### config.mk
export PLATFORM = sky130hd
export DESIGN_NAME = slice_serial_addsub
export DESIGN_NICKNAME = d
export VERILOG_FILES = /design/src/rtl/slice_serial_addsub.sv
export SDC_FILE = /design/constraint.sdc
export NUM_CORES = 1
export LEC_CHECK = 0
export BUFFER_PORTS_ARGS = -buffer_cell sky130_fd_sc_hd__buf_4
export CAP_MARGIN = 5
export CORE_MARGIN = 2
export CORE_UTILIZATION = 49
export CTS_BUF_LIST = sky130_fd_sc_hd__clkbuf_2 sky130_fd_sc_hd__clkbuf_4 sky130_fd_sc_hd__clkbuf_8
export DETAILED_ROUTE_END_ITERATION = 12
export PLACE_DENSITY = 0.82
export SLEW_MARGIN = 20
export SYNTH_ARGS = -nofsm -noshare
export SYNTH_HDL_FRONTEND = slang
export SYNTH_SLANG_ARGS = --single-unit
### constraint.sdc
create_clock -name clk -period 3.4 [get_ports clk]
set_input_delay 0.17 -clock clk [delete_from_list [all_inputs] [get_ports clk]]
set_output_delay 0.17 -clock clk [all_outputs]
set_load 0.1 [all_outputs]
### src/rtl/slice_serial_addsub.sv
// rtl/slice_serial_addsub.sv - bit-serial-by-slice add/subtract unit with valid/ready handshakes
//
// Adds or subtracts a WIDTH-bit operand pair SLICE bits per clock, LSB slice
// first, through a single carry-chained SLICE-bit adder.
//
// Parameters:
//   WIDTH      operand/result width, an integer multiple of SLICE
//   SLICE      bits processed per clock, 1..WIDTH
//
// Ports:
//   clk        clock, rising edge
//   rst        synchronous active-high reset
//   in_valid   operand pair and mode valid
//   in_ready   unit idle and able to accept an operation
//   a, b       operands
//   cin        carry in (add mode only)
//   sub        0: a+b+cin, 1: a-b
//   out_valid  result valid, held until out_ready
//   out_ready  consumer accepts result
//   sum        result modulo 2^WIDTH
//   cout       carry out of the MSB (1 = no borrow in sub mode)
//   ovf        signed overflow
module slice_serial_addsub #(
  parameter int WIDTH = 32,
  parameter int SLICE = 8
) (
  input  logic             clk,
  input  logic             rst,
  input  logic             in_valid,
  output logic             in_ready,
  input  logic [WIDTH-1:0] a,
  input  logic [WIDTH-1:0] b,
  input  logic             cin,
  input  logic             sub,
  output logic             out_valid,
  input  logic             out_ready,
  output logic [WIDTH-1:0] sum,
  output logic             cout,
  output logic             ovf
);

  localparam int NSLICE = WIDTH / SLICE;
  // Keep the counter at least one bit wide so NSLICE=1 still elaborates.
  localparam int KW = (NSLICE > 1) ? $clog2(NSLICE) : 1;
  localparam logic [KW-1:0]    K_LAST     = KW'(NSLICE - 1);
  localparam logic [WIDTH-1:0] SLICE_ONES = WIDTH'({SLICE{1'b1}});

  typedef enum logic [1:0] {
    IDLE = 2'd0,
    RUN  = 2'd1,
    DONE = 2'd2
  } state_t;

  state_t state;
  state_t state_next;

  logic [WIDTH-1:0] a_reg;
  logic [WIDTH-1:0] b_reg;      // already inverted for subtraction
  logic             carry;
  logic [KW-1:0]    k;

  logic [SLICE-1:0] a_slice;
  logic [SLICE-1:0] b_slice;
  logic [SLICE-1:0] s_slice;
  logic             c_slice;
  logic             c_msb_in;
  logic             last_slice;
  logic [31:0]      shamt;

  // ------------------------------------------------------------------
  // FSM: state register
  // ------------------------------------------------------------------
  always_ff @(posedge clk) begin
    if (rst) begin
      state <= IDLE;
    end else begin
      state <= state_next;
    end
  end

  // ------------------------------------------------------------------
  // FSM: next-state logic
  // ------------------------------------------------------------------
  always_comb begin
    state_next = state;
    case (state)
      IDLE:    if (in_valid)   state_next = RUN;
      RUN:     if (last_slice) state_next = DONE;
      DONE:    if (out_ready)  state_next = IDLE;
      default: state_next = IDLE;
    endcase
  end

  // ------------------------------------------------------------------
  // FSM: outputs, decoded straight from the state flops so neither
  // handshake output depends combinationally on any input.
  // ------------------------------------------------------------------
  always_comb begin
    in_ready  = 1'b0;
    out_valid = 1'b0;
    case (state)
      IDLE:    in_ready  = 1'b1;
      DONE:    out_valid = 1'b1;
      default: ;
    endcase
  end

  // ------------------------------------------------------------------
  // Slice adder
  // ------------------------------------------------------------------
  always_comb begin
    shamt      = SLICE * k;
    a_slice    = SLICE'(a_reg >> shamt);
    b_slice    = SLICE'(b_reg >> shamt);
    {c_slice, s_slice} = {1'b0, a_slice} + {1'b0, b_slice} + {{SLICE{1'b0}}, carry};
    // Carry into the slice MSB recovered from its sum bit: s = a ^ b ^ c_in.
    c_msb_in   = a_slice[SLICE-1] ^ b_slice[SLICE-1] ^ s_slice[SLICE-1];
    last_slice = (k == K_LAST);
  end

  // ------------------------------------------------------------------
  // Datapath registers
  // ------------------------------------------------------------------
  always_ff @(posedge clk) begin
    if (rst) begin
      a_reg <= '0;
      b_reg <= '0;
      carry <= 1'b0;
      k     <= '0;
      sum   <= '0;
      cout  <= 1'b0;
      ovf   <= 1'b0;
    end else begin
      case (state)
        IDLE: begin
          if (in_valid) begin
            a_reg <= a;
            // Subtraction is a + ~b + 1; cin is ignored in that mode.
            b_reg <= sub ? ~b : b;
            carry <= sub | cin;
            k     <= '0;
          end
        end
        RUN: begin
          sum   <= (sum & ~(SLICE_ONES << shamt)) | (WIDTH'(s_slice) << shamt);
          carry <= c_slice;
          if (last_slice) begin
            cout <= c_slice;
            ovf  <= c_msb_in ^ c_slice;
          end else begin
            k <= k + KW'(1);
          end
        end
        default: ;
      endcase
    end
  end

endmodule
Word level (Yosys, flattened, before mapping)
Cells that the tools add are included.

$add $sub $neg: 3. Eq/ne operators: 7. Shift operators: 4. Muxes and demuxes: 12. Bitwise operators: 8. Reductions and logical operators: 7.

Operators by type and width (number): $not A32 Y32 (2); $shr A32 B5 Y8 (2); $and A32 B32 Y32 (1); $mux W32 (1); $or A32 B32 Y32 (1); $shl A8 B5 Y32 (1); $shl A8 B5 Y32 const A (1); $mux W2 (5); $add A8 B8 Y9 (1); $add A9 B1 Y9 (1); $ne A2 B2 Y1 const B (4); $pmux W2 S3 (1); $reduce_and A2 Y1 (3); $reduce_and A3 Y1 (2); $eq A2 B2 Y1 const B (2); $pmux W2 S2 (1); $mux W1 (3); $xor A1 B1 Y1 (3); $add A2 B1 Y2 const B (1); $eq A2 B1 Y1 const B (1); $logic_not A2 Y1 (1); $pmux W1 S2 (1); $reduce_bool A2 Y1 (1); $or A1 B1 Y1 (1).

Register bits: 103. Input bits: 70. Output and inout bits: 36. Logic and storage cells: 49.

Logic depth before layout (Yosys ltp)
Gate-level depths: netlist of run 1.

Depth in word-level cells: 5. Gate-level depth with buffers: 9. Mapped depth without buffers: 8.

Least setup slack after synthesis of run 1
OpenSTA, ideal clock, no wires.

Path type: flip-flop to flip-flop. Start point: register k[0]. End point: register sum[14]. Setup time: 0.067 ns. Arrival time: 3.262 ns. Required time: 3.333 ns. Slack: 0.071 ns. Cell stages (with the launch flop): 10. Buffers on the path: 1. Clock period less this slack: 3.329 ns. Cell sequence: dfxtp_1 buf_2 mux4_2 fa_1 fa_1 a211oi_2 nor2_1 or4_1 and3_4 o21ai_2.

Cells in the longest elaborated chain, start to end: 5. Elaborated cells on any way between the ends: 9. Those cells by class: add/sub (2); shift (4); bitwise (3).

Ends and longest elaborated chain: start: declaration (RTL line 60) `logic [KW-1:0] k;`; start signal: assignment (RTL line 151) `k <= k + KW'(1);`; $shr A32 B5 Y8, on equally long branches (RTL line 113, 114); $add A8 B8 Y9 (RTL line 115) `{c_slice, s_slice} = {1'b0, a_slice} + {1'b0, b_slice} + {{SLICE{1'b0}}, carry};`; $add A9 B1 Y9 (RTL line 115); $shl A8 B5 Y32 (RTL line 145) `sum <= (sum & ~(SLICE_ONES << shamt)) | (WIDTH'(s_slice) << shamt);`; $or A32 B32 Y32 * (RTL line 145); end signal: assignment (RTL line 145); end: declaration (RTL line 37) `output logic [WIDTH-1:0] sum,`.

Every way passes the cells marked *; elsewhere a longest branch is shown, timed or not. A chain may end at the register's enable or synchronous reset.

Worst setup path in the final report of run 1
Start point: register k[0]. End point: register sum[6].

The elaborated chain is that of the path after synthesis.

==> results of run 1 <==
[worst max-delay path, cell delays in order (launching register included)]
cell and delay, ps:
dfxtp_1 440, mux4_2 550, fa_1 470, fa_1 460, a211oi_2 280, nor2_1 90
or4_1 470, and3_4 210, o21ai_2 120
[cells by family after synthesis]
kind of cell,Yosys count
AOI/OAI and AO/OA,120
and+or+nand+nor,169
DFF,103
muxes,17
xor gates and xnor gates,38
buffers and inverters,39
adders and majority gates,13
[synthesized netlist by cell type (all sizes together), types with 4 or more instances]
cell type | count | area share
a211oi | 36 | 0.059
a21oi | 39 | 0.042
a22oi | 25 | 0.040
buf | 21 | 0.022
clkbuf | 14 | 0.011
dfxtp | 103 | 0.44
ha | 11 | 0.030
mux4 | 16 | 0.078
nand2 | 71 | 0.058
nand3 | 13 | 0.014
nor2 | 67 | 0.054
nor3 | 6 | 0.011
o21ai | 9 | 0.013
o31ai | 4 | 0.0065
xnor2 | 35 | 0.066
[area by class of cell]
cell class	count	area, µm²
Clock buffer	11	139
Clock inverter	3	46.3
Tap cell	111	139
Inverter	4	15.0
Multi-Input combinational cell	357	2400
Fill cell	745	3550
Timing Repair Buffer	111	837
Sequential cell	103	2060
[final timing paths]
kind	startpoint	to	slack (ps)	cells past startpoint
max	k[0]$_SDFFE_PP0P_	sum[6]$_SDFFE_PP0P_	250	8
min	a[25]	a_reg[25]$_SDFFE_PP0P_	40	3
max reg2reg	k[0]$_SDFFE_PP0P_	sum[6]$_SDFFE_PP0P_	250	8
min reg2reg	a_reg[29]$_SDFFE_PP0P_	a_reg[29]$_SDFFE_PP0P_	460	2
[per-stage QoR]
step	setup WS, ps	total power, mW	util
after global placement	344	1.89	0.593
after CTS	259	2.64	0.613
after detailed placement	286	1.90	0.593
after global routing	25.3	2.74	0.614
final	245	2.63	0.614
after floorplan	70.7	1.73	-
[power by group]
group	total, mW	switching, mW	leakage, nW	internal (mW)
Sequential	1.32	0.0398	0.843	1.28
Clock	0.755	0.405	0.0923	0.351
Combinational	0.561	0.340	1.28	0.221
[metal layers]
layer	vias up	part of all wire	global-route usage
met2	106	0.49	0.361
met5	-	0	0
met1	1748	0.45	0.282
met3	11	0.049	0.0421
li1	1924	-	-
met4	0	0.015	0.0707
[timing repair]
| item | in CTS | in global routing |
|---|---|---|
| setup buffers | 0 | 0 |
| gates resized for setup | 0 | 1 |
| setup endpoints to repair | 0 | 4 |
==> metrics.txt, run 1 <==
Non-Filler Cell Area, Final 5640 µm²; TritonCTS clock tree built; Die X between 100 and 150 µm; HP Class in -> reg; Congestion Overflow GR 0; Period minus WS final 3150 ps; vias per cell 5.41; drt wl/cell 15.3 µm; detailed-route via count 3789; placed insts approximately 690; ys flop type dfxtp_1; CP startpoint kind flip-flop; critical path capture point type flip-flop; Max Buffers Root-to-Sink 2; syn_nets between 500 and 600; GR Util All Layers 0.216; flops & latches, synth ~100; commonest non-fill, non-tap cell in the layout buf_4; Die Y between 100 and 150 µm; cts hold-fix bufs 0; Avg Cell Area, Syn approximately 9.3 µm²; crit path DAT approximately 3500 ps; row count 35; CTS root buf clkbuf_8; Final setup viols 0; Die ar. 10300 µm²; Hold WS 37.3 ps; initial drt markers approximately 230; Post-Synth Adder-Cell Area 0.0383; worst clock skew between 10 and 15 ps; Leak approximately 2.2 nW; antenna violations before repair 0; CTS Sinks ~100; clock latency on the worst-skew pair between 300 and 400 ps; htree depth 3; clock slew at reported path FFs approximately 90 ps; RSZ-0062 raised after global routing no; layout cells sized above 1 0.263; Post-synth EDFFs 0; status completed; WS Path Type reg -> reg; ant diodes 0; Area Growth Syn to Fin 21.8%; CP required between 3000 and 4000 ps; number of global-route vias before repair ~3.6k; pin count of the biggest net entering global routing about 100; Compound-Gate Fraction of Synth Area 0.173; first-pass GRT wire length ~17 mm; First-pass DRT Iterations 4; post-synthesis mux area share 0.0799; Synth Area in Simple Gates 0.155; HPWL Detailed 7.81 mm; final hold violation count 0; post-synthesis instance area around 4600 µm²; largest family of logic cells by synthesized area compound AO/OA/AOI/OAI gates; fin. max-slew vios 0; Seq/Total Area, Yosys 0.445; Starting Density 0.504; RePlAce Congestion between 0.8 and 0.9; Worst-Margin Slew between 1000 and 1500 ps; Max Cap Viol 0; power density over the cells around 470 nW/µm²; xor/xnor share of the synthesized area 0.0718; yosys warns 0; Nets roughly 670; TritonCTS buffer count 9; most frequent cells in the layout buf_4, dfxtp_1, nand2_1; DRC 0; num ports around 110; Syn Inst Count 499; Final period util 0.928; Setup TNS 0 ps; CP max FO 4; input/output buffers between 100 and 150; FMAX roughly 320 MHz; Placed Area between 5000 and 6000 µm²; count of different cell masters after synthesis 37; core area 9200 µm²; max_slew headroom 0.315; FFs w/ async S/R, synth 0; Final Non-Filler Cells 700; post-route ant nets 0; routed wire length about 11 mm; worst-case vdd ir drop ~0.00022 V
Note: power is estimated with default switching activity, not from simulation.
==> run 2, diff against run 1 <==
CELL_PAD_IN_SITES_DETAIL_PLACEMENT = 0   (was unset)
CELL_PAD_IN_SITES_GLOBAL_PLACEMENT = 1   (was unset)
CORE_UTILIZATION = 38   (was 49)
PLACE_DENSITY = 0.84   (was 0.82)
==> run 2 against run 1 <==
Cell count up 5.6%; non-clock buffer count up 1; clock skew down 2.0 ps; utilization down 13 points; combinational power up 0.9%; critical path type unchanged; largest cell class unchanged.
==> metrics.txt, run 2 (synthesized netlist as in run 1, its figures left out) <==
status completed; layout cells sized above 1 0.267 (+0.00373); max_slew headroom 0.290 (-0.0250); RePlAce Congestion 0.847 (-4.7%); initial drt markers 320 (+40%); WS Path Type reg -> reg; CTS root buf clkbuf_8; pin count of the biggest net entering global routing 104 (unchanged); first-pass GRT wire length 18.2 mm (+4.7%); vias per cell 5.17 (-4.4%); power density over the cells 476 nW/µm² (+2.1%); CTS Sinks 103 (unchanged); PostCTS Resize Cnt 0 (unchanged); Die X 114 µm (+13%); worst-case vdd ir drop 0.000258 V (+19%); Worst Hold End a_reg[21]$_SDFFE_PP0P_; Layout fillers 1130 (+52%); worst clock skew 12.2 ps (-2.03 ps); most frequent cells in the layout buf_4, dfxtp_1, nand2_1; Place WS 303 ps (+16.6 ps); DRC 0 (unchanged); TritonCTS clock tree built; clock slew at reported path FFs 100 ps (about the same); hold path cells 3 (unchanged); HP Class in -> reg; final hold violation count 0 (unchanged); cts hold-fix bufs 0 (unchanged); Max Buffers Root-to-Sink 2 (unchanged); antenna violations before repair 0 (unchanged); CP required 3690 ps (-20 ps); FF-to-FF End sum[6]$_SDFFE_PP0P_; Leak 2.24 nW (+1.0%); row count 40 (+14%); fin. max-slew vios 0 (unchanged); crit path DAT 3420 ps (-40 ps); First-pass DRT Iterations 5 (+1); Worst-Margin Slew 1060 ps (+37.4 ps); clock latency on the worst-skew pair 360 ps (-20 ps); worst min-delay path startpoint a[21]; Final setup viols 0 (unchanged); core area 12000 µm² (+30%); CP max FO 4 (unchanged); input/output buffers 105 (unchanged); detailed-route via count 3823 (+0.90%); routed wire length 11.2 mm (+4.6%); Core Util, Final 0.479 (-0.135); Max Cap Viol 0 (unchanged); number of global-route vias before repair 3664 (+1.4%); total setup buffers inserted after CTS 0 (unchanged); Die ar. 13100 µm² (+28%); Final period util 0.921 (-0.00667); RSZ-0062 raised after global routing no; CP startpoint kind flip-flop; Die Y 114 µm (+13%); Setup WS post-layout 268 ps (+22.7 ps); commonest non-fill, non-tap cell in the layout buf_4; Final Non-Filler Cells 739 (+5.6%); Period minus WS final 3130 ps (-22.7 ps); Setup TNS 0 ps (unchanged); HPWL Detailed 8.27 mm (+5.9%); Critical R2R Launch k[0]$_SDFFE_PP0P_; Overall Power 2.73 mW (+3.6%); placed insts 723 (+5.4%); FMAX 319 MHz (+0.72%); TritonCTS buffer count 9 (unchanged); Starting Density 0.387 (-0.116); num ports 106 (unchanged); ant diodes 0 (unchanged); drt wl/cell 15.1 µm (-0.90%); Area Growth Syn to Fin 23.6%; Nets 670 (+0.15%); worst-case reg-to-reg path depth 8 (unchanged); critical path capture point type flip-flop; Congestion Overflow GR 0 (unchanged); htree depth 3 (unchanged); GR Util All Layers 0.174 (-0.0415); post-route ant nets 0 (unchanged); r2r setup slk 270 ps (+20 ps)
-- run 2: cell types whose count changed in the layout (fill, tap and decap cells not counted), sizes merged --
cell / previous run / this run
buf: 111 / 112
bufinv: 1 / 2
inv: 3 / 5
clkbuf: 11 / 10
-- run 2: stage by stage --
stage / hold WS [ps] / area (µm²)
global placement: 430 / 5510
finish: 57.5 / 5730
CTS: 46.9 / 5730
detailed placement: 425 / 5510
global route: 43.5 / 5730
floorplan: 306 / 4630
-- run 2: cell type report --
type	count	area [µm²]	share of cell area
clock inverters	6	90.1	0.0157
multi-input cells	357	2400	0.420
inverters	4	15.0	0.00262
clock buffers	10	131	0.0229
well taps	147	184	0.0321
repair buffers	112	841	0.147
flip-flops and latches	103	2060	0.360
-- run 2: critical path, stage by stage (launching register included) --
cell and delay (ps):
dfxtp_1 430, mux4_2 540, fa_1 470, fa_1 470
a211oi_2 300, nor2_1 80, or4_1 460, and3_4 210
o21ai_2 120
-- run 2: worst max path at each step --
stage / from / to / slack [ps] / cells after the start
after floorplan: k[0]$_SDFFE_PP0P_ / sum[14]$_SDFFE_PP0P_ / 70 / 9
after global placement: k[0]$_SDFFE_PP0P_ / sum[22]$_SDFFE_PP0P_ / 350 / 8
after detailed placement: k[0]$_SDFFE_PP0P_ / sum[6]$_SDFFE_PP0P_ / 300 / 8
after CTS: k[0]$_SDFFE_PP0P_ / sum[6]$_SDFFE_PP0P_ / 270 / 8
after global routing: k[0]$_SDFFE_PP0P_ / sum[23]$_SDFFE_PP0P_ / 130 / 8
final: k[0]$_SDFFE_PP0P_ / sum[6]$_SDFFE_PP0P_ / 270 / 8
-- run 2: metal layers --
layer | GRT usage | vias to the layer above | part of all wire
li1 | - | 1928 | -
met3 | 0.0238 | 9 | 0.056
met4 | 0.0537 | 0 | 0.010
met5 | 0 | - | 0
met1 | 0.250 | 1773 | 0.47
met2 | 0.273 | 113 | 0.47
-- run 2: power by group --
group	total [mW]	leakage (nW)	switching, mW	internal, mW
Sequential	1.31	0.843	0.0386	1.28
Combinational	0.566	1.29	0.344	0.222
Clock	0.847	0.111	0.420	0.428
